`config.mk`:
```
export PLATFORM = sky130hd
export DESIGN_NAME = fetch_unit
export DESIGN_NICKNAME = d
export VERILOG_FILES = /design/src/rtl/fetch_pkg.sv /design/src/rtl/fetch_instr_mem.sv /design/src/rtl/fetch_unit.sv
export SDC_FILE = /design/constraint.sdc
export NUM_CORES = 2
export LEC_CHECK = 0
export ABC_AREA = 0
export CAP_MARGIN = 20
export CORE_ASPECT_RATIO = 0.7
export CORE_MARGIN = 2
export CORE_UTILIZATION = 60
export CTS_CLUSTER_DIAMETER = 200
export DETAILED_ROUTE_END_ITERATION = 8
export PLACE_DENSITY = 0.78
export REMOVE_ABC_BUFFERS = 1
export SYNTH_ARGS = -nofsm -noshare
export SYNTH_HDL_FRONTEND = slang
export SYNTH_HIERARCHICAL = 1
export SYNTH_SLANG_ARGS = --single-unit
```
`constraint.sdc`:
```
create_clock -name clk -period 5.5 [get_ports clk]
set_clock_uncertainty 0.05 [all_clocks]
set_input_delay 0.825 -clock clk [delete_from_list [all_inputs] [get_ports clk]]
set_output_delay 0.825 -clock clk [all_outputs]
set_load 0.1 [all_outputs]
```
`src/rtl/fetch_pkg.sv`:
```
// Shared types and constants for the instruction-fetch stage.
package fetch_pkg;

  typedef enum logic {
    FS_LOAD = 1'b0,
    FS_RUN  = 1'b1
  } fs_state_e;

  localparam logic [31:0] NOP_INSTR = 32'h0000_0000;
  localparam int          PC_STEP   = 4;

endpackage

```
`src/rtl/fetch_instr_mem.sv`:
```
// Word-addressed instruction store: synchronous write, combinational read.
module instr_mem #(
  parameter int AW = 6,
  parameter int DW = 32
) (
  input  logic          clk,
  input  logic          we,
  input  logic [AW-1:0] waddr,
  input  logic [DW-1:0] wdata,
  input  logic [AW-1:0] raddr,
  output logic [DW-1:0] rdata
);

  logic [DW-1:0] mem [2**AW];

  // Contents survive reset so a partial or previous program stays resident.
  always_ff @(posedge clk) begin
    if (we) mem[waddr] <= wdata;
  end

  assign rdata = mem[raddr];

endmodule

```
`src/rtl/fetch_unit.sv`:
```
// IF stage: boot loader FSM, PC register, instruction memory and IF/ID register.
module fetch_unit
  import fetch_pkg::*;
#(
  parameter int ADDR_W = 8
) (
  input  logic              clk,
  input  logic              R,
  input  logic              LE,
  input  logic              load_valid,
  input  logic [31:0]       load_data,
  input  logic              load_last,
  output logic              load_ready,
  input  logic              branch_taken,
  input  logic [ADDR_W-1:0] branch_target,
  output logic [ADDR_W-1:0] pc_out,
  output logic [31:0]       if_instruction,
  output logic [ADDR_W-1:0] if_pc,
  output logic              if_valid,
  output logic              running
);

  localparam int CNT_W = ADDR_W - 2;

  fs_state_e         state_q, state_d;
  logic [CNT_W-1:0]  cnt_q, cnt_d;
  logic [ADDR_W-1:0] pc_q, pc_d;
  logic [31:0]       ifi_q, ifi_d;
  logic [ADDR_W-1:0] ifpc_q, ifpc_d;
  logic              ifv_q, ifv_d;
  logic              mem_we;
  logic [31:0]       mem_rdata;

  // Target is word aligned; the low byte-offset bits are dropped.
  logic [1:0] unused_tgt_lsb;
  assign unused_tgt_lsb = branch_target[1:0];

  instr_mem #(.AW(CNT_W), .DW(32)) u_mem (
    .clk   (clk),
    .we    (mem_we),
    .waddr (cnt_q),
    .wdata (load_data),
    .raddr (pc_q[ADDR_W-1:2]),
    .rdata (mem_rdata)
  );

  // Next-state: loader writes in FS_LOAD; branch beats LE in FS_RUN.
  always_comb begin
    state_d = state_q;
    cnt_d   = cnt_q;
    pc_d    = pc_q;
    ifi_d   = ifi_q;
    ifpc_d  = ifpc_q;
    ifv_d   = ifv_q;
    mem_we  = 1'b0;
    unique case (state_q)
      FS_LOAD: begin
        if (load_valid) begin
          mem_we = 1'b1;
          cnt_d  = cnt_q + 1'b1;
          if (load_last || (cnt_q == {CNT_W{1'b1}})) state_d = FS_RUN;
        end
      end
      FS_RUN: begin
        if (branch_taken) begin
          pc_d   = {branch_target[ADDR_W-1:2], 2'b00};
          ifi_d  = NOP_INSTR;
          ifpc_d = '0;
          ifv_d  = 1'b0;
        end else if (LE) begin
          ifi_d  = mem_rdata;
          ifpc_d = pc_q;
          ifv_d  = 1'b1;
          pc_d   = pc_q + ADDR_W'(PC_STEP);
        end
      end
      default: state_d = FS_LOAD;
    endcase
  end

  // State register with synchronous reset taking priority over everything.
  always_ff @(posedge clk) begin
    if (R) begin
      state_q <= FS_LOAD;
      cnt_q   <= '0;
      pc_q    <= '0;
      ifi_q   <= NOP_INSTR;
      ifpc_q  <= '0;
      ifv_q   <= 1'b0;
    end else begin
      state_q <= state_d;
      cnt_q   <= cnt_d;
      pc_q    <= pc_d;
      ifi_q   <= ifi_d;
      ifpc_q  <= ifpc_d;
      ifv_q   <= ifv_d;
    end
  end

  assign load_ready     = (state_q == FS_LOAD);
  assign running        = (state_q == FS_RUN);
  assign pc_out         = pc_q;
  assign if_instruction = ifi_q;
  assign if_pc          = ifpc_q;
  assign if_valid       = ifv_q;

endmodule
```
==> metrics.csv <==
metric,value,unit
dp_hpwl,111,mm
holdWs,381,ps
drive_above_1_share,26.8,%
avgSynthCellArea,22.5,µm²
drtPass1Iterations,8,
final_nets,3829,
synth_top_area_share,76.7,%
die_h,310,µm
path_class,register to primary output,
wl_met1,73.9,mm
vias_per_cell,7.04,
port_buffers,92,
hold_path.class,input port to register,
cts.sinks,2101,
routedWlPerCell,36.6,µm
crit_fanout,33,
final.min_clock_period,4540,ps
met3_length,31.0,mm
ys.flop_type,edfxtp_1,
core_area,0.133,mm²
clockBufferDepth,3,
ctsResizeCount,0,
leakage,26.8,nW
h-tree-depth,4,
drv_slew,0,
worstSetupStartpointType,register,
drt_wl_total,208,mm
syn_area,0.0801,mm²
area_growth,11.9,%
die_width,441,µm
ys_types,51,
yosysTopAreaCell,edfxtp_1,
final_util,67.5,%
outcome,"complete, no violations",
end_kind,primary output,
clkTransAtPathRegs,70,ps
async_flop_share,0,%
insertion_delay,810,ps
vias,40102,
ys_top_cells_by_area,"edfxtp_1 (77%), mux4_2 (15%), dfxtp_1 (1.3%)",
grtUsageTotal,31.1,%
cts_hold_buf,0,
cts_setup_buffers,0,
setup_viol,0,
ir_drop,413,µV
drc,0,
start_util,60.3,%
cts_buffers,176,
die-area,0.137,mm²
antenna_found_initial,10,
rsz0062_at_grt,false,
grt_overflow,0,
max_clock_freq,0.220,GHz
cts_tree,built,
max_cap_violations,0,
hold_viol,0,
synthCells,3556,
routed.top_layer,met5,
synth_edf_count,2048,
cts_root_buf,clkbuf_16,
worst_ep_arrival_time,3670,ps
place.gp.congestion,0.954,
synth_warnings,6,
worst_pin_slew,1140,ps
drt_iter0_drc,7395,
grt_max_degree,65,
cellPowerDensity,359,mW/mm²
wl_met2,96.0,mm
pin_count,97,
grt_pass1_vias,39477,
synth-seq-cells,2101,
relSlewSlack,23.8,%
cp_data_required_time,4620,ps
num_rows,112,
grt_pass1_wl,295,mm
ant_nets,0,
period_share,82.6,%
seq_area_frac_synth,78.1,%
==> synth_stat cells, types with 3 or more instances <==
master	count
clkbuf_1	86
a311oi_1	8
or3b_2	3
a21oi_1	105
dfxtp_1	53
nor2_1	146
nand2_1	71
mux4_2	544
nand3_1	10
o221ai_1	27
buf_2	66
nand2b_1	10
and2_1	3
or3_1	8
nor3_1	7
buf_1	21
a41o_1	4
nand3b_1	41
mux2i_1	95
and3_1	6
o21ai_0	3
edfxtp_1	2048
nor2b_1	16
inv_1	4
a31oi_1	4
a22oi_1	12
o32ai_1	6
buf_6	7
buf_4	28
o22ai_1	85
==> final timing paths <==
path	from	end	slack (ps)	depth (start not counted)
worst max register to register	pc_out[2]	if_instruction[2]	1490	7
worst min register to register	if_instruction[16]	if_instruction[16]	400	2
worst max-delay path	pc_out[2]	pc_out[2]	960	2
worst min-delay path	R	if_pc[5]	380	2
==> power by group <==
group | internal (mW) | switching, mW | total (mW)
combinational | 0.749 | 1.39 | 2.14
sequential | 17.6 | 0.0683 | 17.7
clock | 6.71 | 5.65 | 12.4
==> layout make-up <==
class                      instances  area, µm²
clock buffer                     229       4670
multi-input combinational       1244      17000
fill                            7874      43200
antenna                            4       10.0
tap                             1767       2210
timing repair buffer             254       2240
inverter                           4       15.0
sequential                      2101      62600
clock inverter                    95        903
==> cells in the final DEF (no fill, tap or decap), types with 5 or more instances in the layout <==
cell type / count
a22oi_1: 12
dfxtp_1: 49
edfxtp_1: 2048
bufinv_16: 15
buf_12: 22
nor2_4: 62
nor2b_1: 16
mux2i_1: 95
o32ai_1: 6
buf_2: 33
clkinv_2: 26
nor3_1: 5
clkinv_8: 5
or3_1: 8
inv_6: 8
nand3b_1: 41
nor2_1: 84
buf_4: 141
o22ai_1: 85
o221ai_1: 27
clkinv_1: 36
and3_1: 6
nand2b_1: 10
clkdlybuf4s50_1: 58
a311oi_1: 8
clkbuf_1: 49
nand2_1: 71
clkbuf_16: 178
a21oi_1: 105
mux4_2: 544
nand3_1: 10
==> logic make-up after synthesis <==
logic type | count (synthesis) | synth area share (%)
AOI/OAI and AO/OA | 265 | 2.09
xor gates and xnor gates | 2 | 0.0219
adders and majority gates | 2 | 0.0312
buffers and inverters | 212 | 1.29
DFF | 2101 | 78.1
muxes | 639 | 16.5
other | 1 | 0.00468
and+or+nand+nor | 334 | 2.00
==> layer usage <==
metal,vias up,global-route usage [%]
li1,15501,-
met1,20860,45.2
met2,3316,46.3
met3,419,8.51
met4,6,11.3
met5,-,0
==> stage by stage <==
step / setup WS (ps) / cells / power (mW) / instance area [µm²] / setup TNS (ps)
after floorplan: -19790 / 3349 / 20.0 / 79100 / -735450
after CTS: 931 / 5692 / 32.2 / 89600 / 0
after detailed placement: 1370 / 5368 / 20.1 / 84000 / 0
after global placement: 1420 / 5368 / 20.0 / 84000 / 0
after global routing: 843 / 5694 / 32.9 / 89600 / 0
final: 959 / 5698 / 32.2 / 89600 / 0
==> critical path: stages, from the launching register on <==
cell and delay (ps):
dfxtp_4 1050, buf_4 520, clkdlybuf4s50_1 1240
==> registers in the layout, summed over array words and instances (netlist names) <==
register        count
u_mem/mem        2048
if_instruction     32
if_pc               7
cnt_q               6
pc_out              6
if_valid            1
running             1
Power figures use the tool's default switching activity.
